==> config.mk <==
export PLATFORM = sky130hd
export DESIGN_NAME = demux_rr_sched
export DESIGN_NICKNAME = d
export VERILOG_FILES = /design/src/rtl/demux_rr_sched.sv
export SDC_FILE = /design/constraint.sdc
export NUM_CORES = 1
export LEC_CHECK = 0
export BUFFER_PORTS_ARGS = -buffer_cell sky130_fd_sc_hd__buf_2
export CAP_MARGIN = 20
export CORE_ASPECT_RATIO = 1.75
export CORE_UTILIZATION = 45
export DETAILED_ROUTE_END_ITERATION = 16
export PLACE_DENSITY_LB_ADDON = 0.05
export SYNTH_ARGS = -nofsm -noshare
export SYNTH_HDL_FRONTEND = slang
export SYNTH_SLANG_ARGS = --single-unit
export TNS_END_PERCENT = 20
==> constraint.sdc <==
create_clock -name clk -period 4.9 [get_ports clk]
set_input_delay 0.98 -clock clk [delete_from_list [all_inputs] [get_ports clk]]
set_output_delay 0.98 -clock clk [all_outputs]
set_load 0.02 [all_outputs]
==> src/rtl/demux_rr_sched.sv <==
// demux_rr_sched
// Round-robin dispatch scheduler for a 1-to-4 demux datapath. It buffers one
// word from a valid/ready producer and steers it to one of four consumer lanes.
// The word stays held until the selected lane accepts it.
//
// Ports
//   clk, rst_n   clock, synchronous active-low reset
//   ch_en        per-channel eligibility for new assignments
//   in_valid/in_data/in_ready   producer handshake
//   sel          channel index of the held word
//   out_valid    one-hot valid (bit sel while a word is held)
//   out_data     held word, shared by all channels
//   out_ready    per-channel accept
//   count        delivered-word counter (wraps)
module demux_rr_sched #(
    parameter int WIDTH = 8,
    parameter int CNT_W = 16
) (
    input  logic             clk,
    input  logic             rst_n,
    input  logic [3:0]       ch_en,
    input  logic             in_valid,
    input  logic [WIDTH-1:0] in_data,
    output logic             in_ready,
    output logic [1:0]       sel,
    output logic [3:0]       out_valid,
    output logic [WIDTH-1:0] out_data,
    input  logic [3:0]       out_ready,
    output logic [CNT_W-1:0] count
);

    logic             full_q, full_d;
    logic [WIDTH-1:0] data_q, data_d;
    logic [1:0]       sel_q, sel_d;
    logic [1:0]       ptr_q, ptr_d;
    logic [CNT_W-1:0] count_q, count_d;

    logic             fire;
    logic             capture;
    logic             have_tgt;
    logic [1:0]       ptr_n;
    logic [1:0]       tgt;

    assign fire     = full_q & out_ready[sel_q];
    // A delivery moves the search origin past the lane just served, so a
    // word captured in the same cycle already sees the advanced pointer.
    assign ptr_n    = fire ? sel_q + 2'd1 : ptr_q;
    assign have_tgt = |ch_en;
    assign in_ready = have_tgt & (~full_q | fire);
    assign capture  = in_valid & in_ready;

    // First enabled channel at or after ptr_n; scanning from the far end
    // lets the nearest hit win without an early exit.
    always_comb begin
        tgt = ptr_n;
        for (int i = 3; i >= 0; i--) begin
            if (ch_en[ptr_n + 2'(i)]) tgt = ptr_n + 2'(i);
        end
    end

    always_comb begin
        full_d  = full_q;
        data_d  = data_q;
        sel_d   = sel_q;
        ptr_d   = ptr_n;
        count_d = count_q;
        if (fire) begin
            count_d = count_q + CNT_W'(1);
            full_d  = 1'b0;
        end
        if (capture) begin
            full_d = 1'b1;
            data_d = in_data;
            sel_d  = tgt;
        end
    end

    always_ff @(posedge clk) begin
        if (!rst_n) begin
            full_q  <= 1'b0;
            data_q  <= '0;
            sel_q   <= 2'd0;
            ptr_q   <= 2'd0;
            count_q <= '0;
        end else begin
            full_q  <= full_d;
            data_q  <= data_d;
            sel_q   <= sel_d;
            ptr_q   <= ptr_d;
            count_q <= count_d;
        end
    end

    assign out_valid = full_q ? (4'b0001 << sel_q) : 4'b0000;
    assign out_data  = data_q;
    assign sel       = sel_q;
    assign count     = count_q;

endmodule

* Word level (Yosys, flattened, before mapping) *
Cells that the tools add are included.

word-level totals
  bits of input ports = 19
  word-level logic and storage cells = 41
  flip-flop bits (word level) = 29

operators by class
  bitwise gates (word level) = 5
  reduce and logical (&&, ||, !) cells = 2
  mux-type cells = 18
  add/sub/neg operators = 5
  magnitude comparators = 5
  shifts and indexed selects = 1

operator list
  kind                     number
  $add A16 B1 Y16 const B  1
  $lt A2 B3 Y1 const B     5
  $bmux W1 S2              5
  $mux W2                  5
  $mux W1                  7
  $add A2 B1 Y2 const B    2
  $add A2 B2 Y2 const B    2
  $mux W4                  1
  $reduce_or A4 Y1         1
  $shl A1 B2 Y4 const A    1
  $and A1 B1 Y1            3
  $reduce_bool A2 Y1       1
  $not A1 Y1               1
  $or A1 B1 Y1             1

* Longest topological paths before layout *
Gate-level depths: netlist (run 1).

  depth in word-level cells = 11
  mapped depth = 7
  mapped depth without buffers = 7

* Least setup slack after synthesis (run 1) *
OpenSTA, ideal clock, no wires.

  path kind = input-to-output
  start point = in out_ready[3]
  end point = out in_ready
  stages on the path = 3
  arrival time = 1,775 ps
  path slack = 2,145 ps
  required time = 3,920 ps
  cells stage by stage = mux4_2 > nor2b_1 > nor2_1

between the ends
  longest elaborated chain between the ends = 5

ends and longest elaborated chain
  item                           line  source
  start: declaration             28    input logic [3:0] out_ready,
  $bmux W1 S2                    44    assign fire = full_q & out_ready[sel_q];
  $mux W1 (not written as such)  44
  $and A1 B1 Y1                  44
  $or A1 B1 Y1                   49    assign in_ready = have_tgt & (~full_q | fire);
  $and A1 B1 Y1                  49
  end: declaration               24    output logic in_ready,

Every way passes these cells. The select of a mux whose other input is x is not followed.

* Worst setup path after layout (run 1) *
Same ends and word-level chain as after synthesis.

==> impl_metrics.env, run 1 <==
export IMPL_power_leakage_nw=0.8904
export IMPL_ys_flop_type="dfxtp_1"
export IMPL_grt_max_degree=30
export IMPL_hold_class="flop to flop"
export IMPL_drt_vias_per_instance=5.246
export IMPL_final_setup_viol_count=0
export IMPL_drt_iter0_drc=60
export IMPL_syn_num_nets=199
export IMPL_clock_latency_ns=0.28
export IMPL_fmax_mhz=331.1
export IMPL_ios=50
export IMPL_syn_avg_cell_area_sq_um=8.801
export IMPL_grt_pass1_wl_mm=5.395
export IMPL_first_pass_iters=4
export IMPL_irDropWorstVdd_mv=0.2241
export IMPL_syn2layout_area_growth_pct=23.15
export IMPL_gp_congestion=0.8764
export IMPL_cts_root_buf="clkbuf_8"
export IMPL_final_max_slew_viol_count=0
export IMPL_yosysMostFrequentCell="dfxtp_1"
export IMPL_p_comb_frac=0.157
export IMPL_yosysWarnings=0
export IMPL_setup_tns_final_ns=0
export IMPL_r2r_start="sel[0]$_SDFFE_PN0P_"
export IMPL_grtUsageMet2=0.3620
export IMPL_cp_max_fo=7
export IMPL_wl_per_cell_microns=12.51
export IMPL_placed_cell_area_sq_um=1810
export IMPL_netlist_area_leader_share=0.3769
export IMPL_slew_headroom=0.3156
export IMPL_min_path_cells=2
export IMPL_cp_end_kind="output pin"
export IMPL_dp_hpwl_mm=2.599
export IMPL_grt_antenna_before_repair=0
export IMPL_core_sq_um=3209
export IMPL_use_met1=0.2073
export IMPL_start_util=0.4799
export IMPL_route_detailed_drc=0
export IMPL_holdWs_ns=0.5140
export IMPL_period_needed_ns=3.021
export IMPL_cts_tree="yes"
export IMPL_layout_cells_non_filler=268
export IMPL_antenna_left=0
export IMPL_dp_cells=260
export IMPL_multiInputGateArea_sq_um=912.1
export IMPL_start_kind="input port"
export IMPL_ctsResizeCount=0
export IMPL_dieWidth_microns=46.23
export IMPL_synth_edf_count=0
export IMPL_seq_area_frac_synth=0.3769
export IMPL_yosys_register_bits=29
export IMPL_fillers=323
export IMPL_synth_commonest_cells="dfxtp_1 (29), and2_1 (21), nand2_1 (16)"
export IMPL_syn_area_sq_um=1540
export IMPL_cts_hold_buffers=0
export IMPL_met3_usage=0.04751
export IMPL_regToRegEndpoint="out_data[0]$_SDFFE_PN0P_"
export IMPL_grt_busiest_layer="met2"
export IMPL_sequentialPowerShare=0.486
export IMPL_synth_area_leader_cell="dfxtp_1"
export IMPL_die_area_sq_um=3670
export IMPL_grt_pass1_vias=1273
export IMPL_rows=27
export IMPL_antennaDiodeCount=0
export IMPL_async_flop_share=0
export IMPL_fin_nets=248
export IMPL_worstPathArrival_ns=2.04
export IMPL_p_sw_mw=0.1484
export IMPL_cap_violations=0
export IMPL_path_class="input port to output pin"
export IMPL_post_cts_buffers=0
export IMPL_grt_setup_unrepaired="no"
export IMPL_seqCellArea_sq_um=580.6
export IMPL_reg2reg_depth=5
export IMPL_numCtsBuffers=5
export IMPL_vias=1406
export IMPL_grtUsageTotal=0.1999
export IMPL_required_ns=3.92
export IMPL_worstMarginPinSlew_ns=1.023
export IMPL_die_height_microns=79.39
export IMPL_io_buffers=49
export IMPL_r2r_slack_ns=2.61
export IMPL_hold_violations=0
export IMPL_path_clk_slew_ns=0.06
export IMPL_wl_mm=3.354
export IMPL_power_internal_mw=0.3786
export IMPL_clock_skew_final_ns=0.004618
export IMPL_power_frac_clock=0.357
export IMPL_postLayoutCoreUtil=0.5910
export IMPL_worstHoldStart="out_data[3]$_SDFFE_PN0P_"
export IMPL_h_tree_depth=2
export IMPL_sw_frac_of_total=0.2815
export IMPL_holdPathEnd="out_data[3]$_SDFFE_PN0P_"
export IMPL_layout_drive_gt1_share=0.2756
export IMPL_power_density_nw_per_um2=277.8
export IMPL_synth_area_leaders="dfxtp_1 (38%), and2_1 (8.5%), mux2i_1 (6.5%)"
export IMPL_status="complete, no violations"
export IMPL_stdcell_area_sq_um=1897
export IMPL_clock_sinks=29
export IMPL_synthCells=175
export IMPL_final_period_utilization=0.6164
export IMPL_cts_buffer_depth=2
export IMPL_synth_cell_types=35
export IMPL_grt_overflow=0
[worst max path at each step]
stage	startpoint	to	slack, ns	cells past startpoint
floorplan	out_ready[3]	in_ready	2.14	3
global placement	out_ready[3]	in_ready	1.89	5
detailed placement	out_ready[0]	in_ready	1.88	5
CTS	out_ready[0]	in_ready	1.87	5
global route	out_ready[3]	in_ready	1.79	5
finish	out_ready[3]	in_ready	1.88	5
[critical path, stage by stage]
cell and delay (ns):
buf_2 0.10, mux4_2 0.55, nor2b_1 0.19, nor2_1 0.06
buf_2 0.16
[per-layer routing]
| layer | share of wire | vias to the layer above |
|---|---|---|
| li1 | - | 703 |
| met1 | 0.37 | 654 |
| met2 | 0.58 | 44 |
| met3 | 0.041 | 5 |
| met4 | 0.017 | 0 |
| met5 | 0 | - |
[cells in the final DEF (no fill, tap or decap)]
| cell type | Yosys | layout |
|---|---|---|
| a21boi_0 | 3 | 3 |
| a21boi_1 | 2 | 2 |
| a21o_1 | 1 | 1 |
| a21oi_1 | 4 | 4 |
| a311o_1 | 1 | 1 |
| a31oi_1 | 3 | 3 |
| and2_1 | 21 | 21 |
| and3_1 | 2 | 2 |
| and4_1 | 1 | 1 |
| buf_2 | 2 | 49 |
| clkbuf_8 | 0 | 5 |
| clkinv_2 | 0 | 2 |
| clkinvlp_4 | 0 | 1 |
| dfxtp_1 | 29 | 29 |
| ha_1 | 5 | 5 |
| inv_1 | 5 | 5 |
| maj3_2 | 1 | 1 |
| mux2_2 | 1 | 1 |
| mux2i_1 | 10 | 10 |
| mux4_2 | 1 | 1 |
| nand2_1 | 16 | 16 |
| nand2b_1 | 2 | 2 |
| nand3_1 | 8 | 8 |
| nand4_1 | 1 | 1 |
| nand4_2 | 1 | 1 |
| nor2_1 | 2 | 2 |
| nor2b_1 | 11 | 11 |
| nor3_1 | 9 | 9 |
| nor4_1 | 3 | 3 |
| o21ai_0 | 6 | 6 |
| o221ai_1 | 1 | 1 |
| o2bb2ai_1 | 1 | 1 |
| o311ai_1 | 1 | 1 |
| or2_2 | 1 | 1 |
| or3_1 | 3 | 3 |
| xnor2_1 | 4 | 4 |
| xor2_1 | 8 | 8 |
[state kept, by name (all words and copies together) (netlist names)]
name      count
ptr_q         2
out_data      8
sel           2
full_q        1
count        16
[area by class of cell]
type / instances / share of cell area
inverters: 5 / 0.009894
multi-input cells: 134 / 0.4809
repair buffers: 49 / 0.1293
well taps: 43 / 0.02836
clock inverters: 3 / 0.009235
clock buffers: 5 / 0.03628
flip-flops and latches: 29 / 0.3061
[per-stage QoR]
step / setup slack [ns] / total power [mW]
after floorplan: 2.145 / 0.3162
after global placement: 1.890 / 0.3421
after detailed placement: 1.877 / 0.3443
after CTS: 1.872 / 0.5332
after global routing: 1.792 / 0.5529
final: 1.879 / 0.5270
[power groups by stage]
stage,registers (mW),clock network [mW],logic [mW]
floorplan,0.267,0,0.0492
global placement,0.261,0,0.0815
detailed placement,0.261,0,0.0831
CTS,0.256,0.194,0.0834
global route,0.258,0.204,0.0910
finish,0.256,0.188,0.0826
[cell families after synthesis]
logic type                 synth area share
adders and majority gates           0.04793
muxes                               0.08692
buffers and inverters               0.03087
xor gates and xnor gates            0.06824
and+or+nand+nor                      0.2916
DFF                                  0.3769
AOI/OAI and AO/OA                   0.09749
Power figures use the tool's default switching activity.
==> inputs of run 2 (changes only) <==
==> constraint.sdc (replaced) <==
create_clock -name clk -period 2.4 [get_ports clk]
set_input_delay 0.48 -clock clk [delete_from_list [all_inputs] [get_ports clk]]
set_output_delay 0.48 -clock clk [all_outputs]
set_load 0.02 [all_outputs]
==> run 2 against run 1 <==
Effect of this change: largest power group unchanged; non-clock buffer count is 2 higher; critical path depth is 1 lower; routed wire length is 8.9% higher; combinational power is 120% higher; clock-buffer cell count is 2 higher; sequential power is 100% higher; final cell count is 0.37% higher; register-to-register slack worse by 2.3 ns; critical path type is now flop to output pin; setup slack worse by 1.7 ns; sequential share of layout area is 0.24 points lower.
==> impl_metrics.env, run 2 (synthesized netlist as in run 1, its figures left out) <==
export IMPL_ctsResizeCount=0
export IMPL_numCtsBuffers=5
export IMPL_gp_congestion=0.8963
export IMPL_dp_hpwl_mm=2.780
export IMPL_final_setup_viol_count=0
export IMPL_start_util=0.4799
export IMPL_final_cell_mix="buf_2 (49), dfxtp_1 (29), and2_1 (21), nand2_1 (16), nor2b_1 (11)"
export IMPL_clock_sinks=29
export IMPL_antenna_left=0
export IMPL_ios=50
export IMPL_placed_cell_area_sq_um=1826
export IMPL_h_tree_depth=2
export IMPL_io_buffers=49
export IMPL_status="complete, no violations"
export IMPL_worstMarginPinSlew_ns=1.024
export IMPL_clock_skew_final_ns=0.002769
export IMPL_cp_slowest_cell="mux4_2"
export IMPL_r2r_slack_ns=0.29
export IMPL_worstPathArrival_ns=1.71
export IMPL_grt_pass1_vias=1393
export IMPL_die_area_sq_um=3670
export IMPL_reg2reg_depth=5
export IMPL_setup_tns_final_ns=0
export IMPL_drt_iter0_drc=15
export IMPL_min_path_cells=3
export IMPL_grt_antenna_before_repair=0
export IMPL_required_ns=1.92
export IMPL_cap_violations=0
export IMPL_cts_root_buf="clkbuf_8"
export IMPL_power_mw=1.096
export IMPL_grt_overflow=0
export IMPL_crit_path_cell_trace="mux4_2, nor2b_1, nor2_1, buf_2"
export IMPL_grt_setup_unrepaired="no"
export IMPL_worst_slack_ns=0.2082
export IMPL_slew_headroom=0.3149
export IMPL_stdcell_area_sq_um=1912
export IMPL_r2r_start="sel[0]$_SDFFE_PN0P_"
export IMPL_hold_class="input port to flop"
export IMPL_cts_hold_buffers=0
export IMPL_clock_latency_ns=0.27
export IMPL_layout_commonest_cell="buf_2"
export IMPL_wl_per_cell_microns=13.57
export IMPL_syn2layout_area_growth_pct=24.13
export IMPL_pre_cts_slack_ns=0.1690
export IMPL_post_cts_buffers=0
export IMPL_fin_nets=250
export IMPL_postLayoutCoreUtil=0.5957
export IMPL_grtUsageTotal=0.2242
export IMPL_start_kind="flop"
export IMPL_power_leakage_nw=0.9013
export IMPL_first_pass_iters=4
export IMPL_die_height_microns=79.39
export IMPL_core_sq_um=3209
export IMPL_layout_drive_gt1_share=0.2743
export IMPL_largest_reg_flops=16
export IMPL_vias=1397
export IMPL_worstHoldStart="in_data[1]"
export IMPL_fmax_mhz=456.2
export IMPL_cp_end_kind="output pin"
export IMPL_route_detailed_drc=0
export IMPL_period_needed_ns=2.192
export IMPL_rows=27
export IMPL_final_max_slew_viol_count=0
export IMPL_wl_mm=3.651
export IMPL_holdPathEnd="out_data[1]$_SDFFE_PN0P_"
export IMPL_irDropWorstVdd_mv=0.4076
export IMPL_regToRegEndpoint="out_data[5]$_SDFFE_PN0P_"
export IMPL_cts_buffer_depth=2
export IMPL_grt_pass1_wl_mm=5.982
export IMPL_grt_max_degree=30
export IMPL_fillers=322
export IMPL_final_period_utilization=0.9133
export IMPL_drt_vias_per_instance=5.193
export IMPL_path_delay_family="multiplexers"
export IMPL_path_class="flop to output pin"
export IMPL_antennaDiodeCount=0
export IMPL_path_clk_slew_ns=0.06
export IMPL_dieWidth_microns=46.23
export IMPL_hold_violations=0
export IMPL_power_density_nw_per_um2=573.3
export IMPL_cts_tree="yes"
export IMPL_crit_path_max_incr_delay_ns=0.60
export IMPL_cp_buffers_inverters=1
export IMPL_cp_max_fo=7
==> run 2: changes by cell type in the layout (fill, tap and decap cells not counted) <==
cell	delta
clkinv_2	-2
clkbuf_8	+1
buf_4	+2
clkinvlp_4	-1
clkbuf_1	+1
==> run 2: final cells by class <==
class,instances,area (sq um),share of cell area
clock buffer,7,86.33,0.04516
sequential,29,580.6,0.3037
timing repair buffer,51,260.3,0.1361
multi-input combinational,134,912.1,0.4771
inverter,5,18.77,0.009817
tap,43,53.80,0.02814
==> run 2: worst min-delay path, cell delays in order <==
cell and delay [ns]:
buf_2 0.08, mux2i_1 0.06, nor2b_1 0.10
==> run 2: metal layers <==
metal / vias to the layer above / share of wire / routed length [microns] / global-route usage
met4: 0 / 0.030 / 108 / 0.1176
li1: 703 / - / - / -
met1: 641 / 0.39 / 1413 / 0.2340
met3: 9 / 0.034 / 124 / 0.04072
met2: 44 / 0.55 / 2005 / 0.3972
met5: - / 0 / 0 / 0
==> run 2: worst max-delay path by stage <==
stage / startpoint / to / slack [ns] / cells past startpoint
after floorplan: sel[0]$_SDFFE_PN0P_ / sel[1]$_SDFFE_PN0P_ / 0.36 / 5
after global placement: out_ready[1] / out_data[5]$_SDFFE_PN0P_ / 0.26 / 6
after detailed placement: out_ready[1] / out_data[5]$_SDFFE_PN0P_ / 0.17 / 6
after CTS: sel[0]$_SDFFE_PN0P_ / in_ready / 0.19 / 4
after global routing: sel[0]$_SDFFE_PN0P_ / in_ready / 0.10 / 4
final: sel[0]$_SDFFE_PN0P_ / in_ready / 0.21 / 4
==> run 2: power breakdown <==
group	internal [mW]	leakage, nW	switching (mW)
clock network	0.227	0.0443	0.170
registers	0.500	0.236	0.0179
logic	0.0782	0.621	0.103
total	0.805	0.901	0.291
==> run 2: per-stage QoR <==
stage | hold WS (ns) | std cells
floorplan | 0.5863 | 175
global placement | 0.4938 | 262
detailed placement | 0.5011 | 262
CTS | 0.4604 | 269
global route | 0.4675 | 269
finish | 0.4702 | 269
==> inputs of run 3 (changes only) <==
--- a/config.mk
+++ b/config.mk
@@ -8,9 +8,10 @@
 export BUFFER_PORTS_ARGS = -buffer_cell sky130_fd_sc_hd__buf_2
 export CAP_MARGIN = 20
 export CORE_ASPECT_RATIO = 1.75
+export CORE_MARGIN = 2
 export CORE_UTILIZATION = 45
 export DETAILED_ROUTE_END_ITERATION = 16
-export PLACE_DENSITY_LB_ADDON = 0.05
+export PLACE_DENSITY = 0.75
 export SYNTH_ARGS = -nofsm -noshare
 export SYNTH_HDL_FRONTEND = slang
 export SYNTH_SLANG_ARGS = --single-unit
==> run 3 against run 2 <==
Effect of this change: sequential power is essentially flat; maximum frequency increased by 3.0%; final cell count rose by 1.1%; sequential share of layout area grew 0.060 points; combinational power about the same; critical path type unchanged; first-iteration DRC count is 20% higher.
==> impl_metrics.env, run 3 (synthesized netlist as in run 1, its figures left out) <==
export IMPL_status="complete, no violations"
export IMPL_seqCellArea_sq_um=580.6
export IMPL_sequentialPowerShare=0.484
export IMPL_layout_cells_non_filler=272
export IMPL_slew_headroom=0.3391
export IMPL_wl_mm=3.403
export IMPL_grt_max_degree=30
export IMPL_period_needed_ns=2.128
export IMPL_grtUsageTotal=0.1942
export IMPL_cp_slowest_cell="mux4_2"
export IMPL_worst_slack_ns=0.2718
export IMPL_cts_tree="yes"
export IMPL_power_density_nw_per_um2=559.6
export IMPL_dieWidth_microns=48.23
export IMPL_ios=50
export IMPL_start_util=0.4628
export IMPL_io_buffers=49
export IMPL_grt_antenna_before_repair=0
export IMPL_final_period_utilization=0.8868
export IMPL_post_cts_buffers=0
export IMPL_hold_class="input port to flop"
export IMPL_clock_skew_final_ns=0.006859
export IMPL_die_area_sq_um=3925
export IMPL_cts_hold_buffers=0
export IMPL_path_clk_slew_ns=0.06
export IMPL_final_setup_viol_count=0
export IMPL_fillers=326
export IMPL_dp_hpwl_mm=2.519
export IMPL_cts_root_buf="clkbuf_8"
export IMPL_wl_per_cell_microns=12.51
export IMPL_final_max_slew_viol_count=0
export IMPL_drt_vias_per_instance=5.154
export IMPL_power_leakage_nw=0.8965
export IMPL_crit_path_cell_trace="mux4_2, nor2b_1, nor2_1, buf_2"
export IMPL_multiInputGateArea_sq_um=912.1
export IMPL_cap_violations=0
export IMPL_syn2layout_area_growth_pct=23.88
export IMPL_rows=28
export IMPL_path_class="flop to output pin"
export IMPL_cts_buffer_depth=2
export IMPL_cp_max_fo=7
export IMPL_hold_violations=0
export IMPL_postLayoutCoreUtil=0.5733
export IMPL_sw_frac_of_total=0.2664
export IMPL_worstMarginPinSlew_ns=0.9877
export IMPL_grt_overflow=0
export IMPL_irDropWorstVdd_mv=0.4213
export IMPL_ctsResizeCount=0
export IMPL_die_height_microns=81.39
export IMPL_setup_tns_final_ns=0
export IMPL_p_sw_mw=0.2845
export IMPL_holdWs_ns=0.4645
export IMPL_layout_drive_gt1_share=0.2687
export IMPL_placed_cell_area_sq_um=1828
export IMPL_power_frac_clock=0.347
export IMPL_worstPathArrival_ns=1.65
export IMPL_numCtsBuffers=5
export IMPL_antennaDiodeCount=0
export IMPL_crit_path_max_incr_delay_ns=0.60
export IMPL_vias=1402
export IMPL_gp_congestion=0.8492
export IMPL_grt_pass1_vias=1347
export IMPL_h_tree_depth=2
export IMPL_cp_end_kind="output pin"
export IMPL_clock_sinks=29
export IMPL_fin_nets=250
export IMPL_antenna_left=0
export IMPL_grt_pass1_wl_mm=5.485
export IMPL_power_mw=1.068
export IMPL_fmax_mhz=469.9
export IMPL_core_sq_um=3328
export IMPL_pre_cts_slack_ns=0.1538
export IMPL_route_detailed_drc=0
export IMPL_power_internal_mw=0.7833
export IMPL_required_ns=1.92
export IMPL_layout_commonest_cell="buf_2"
export IMPL_clock_latency_ns=0.27
export IMPL_largest_reg_flops=16
export IMPL_final_cell_mix="buf_2 (49), dfxtp_1 (29), and2_1 (21), nand2_1 (16), nor2b_1 (11)"
export IMPL_start_kind="flop"
export IMPL_drt_iter0_drc=18
export IMPL_stdcell_area_sq_um=1908
export IMPL_p_comb_frac=0.169
export IMPL_dp_cells=264
export IMPL_grt_setup_unrepaired="no"
export IMPL_first_pass_iters=4
-- run 3: layout make-up --
type	count	area share
Clock buffer	8	0.04197
Inverter	5	0.009836
Multi-Input combinational cell	134	0.4780
Sequential cell	29	0.3043
Tap cell	45	0.02951
Timing Repair Buffer	51	0.1364
-- run 3: worst max-delay path: cells and delay by family, from the launching register on --
family | cells | cell delay (ns)
AND/OR/NAND/NOR | 2 | 0.25
flip-flops | 1 | 0.37
buffers and inverters | 1 | 0.17
multiplexers | 1 | 0.60
-- run 3: metal layers --
layer / vias up / global-route usage / part of all wire
li1: 707 / - / -
met1: 657 / 0.1906 / 0.38
met2: 31 / 0.3487 / 0.57
met3: 7 / 0.04667 / 0.036
met4: 0 / 0.09459 / 0.019
met5: - / 0 / 0
-- run 3: worst paths after layout --
check	from	endpoint	slack [ns]	depth (start not counted)
setup / recovery	sel[0]$_SDFFE_PN0P_	in_ready	0.27	4
hold / removal	in_data[2]	out_data[2]$_SDFFE_PN0P_	0.46	3
setup reg to reg	sel[0]$_SDFFE_PN0P_	out_data[1]$_SDFFE_PN0P_	0.34	5
hold reg to reg	out_data[4]$_SDFFE_PN0P_	out_data[4]$_SDFFE_PN0P_	0.52	2
-- run 3: power by group through the flow --
stage               clock network (mW)  registers, mW  logic [mW]
finish                           0.371          0.517       0.180
global route                     0.408          0.518       0.200
global placement                     0          0.527       0.178
CTS                              0.383          0.517       0.182
floorplan                            0          0.545       0.101
detailed placement                   0          0.527       0.181
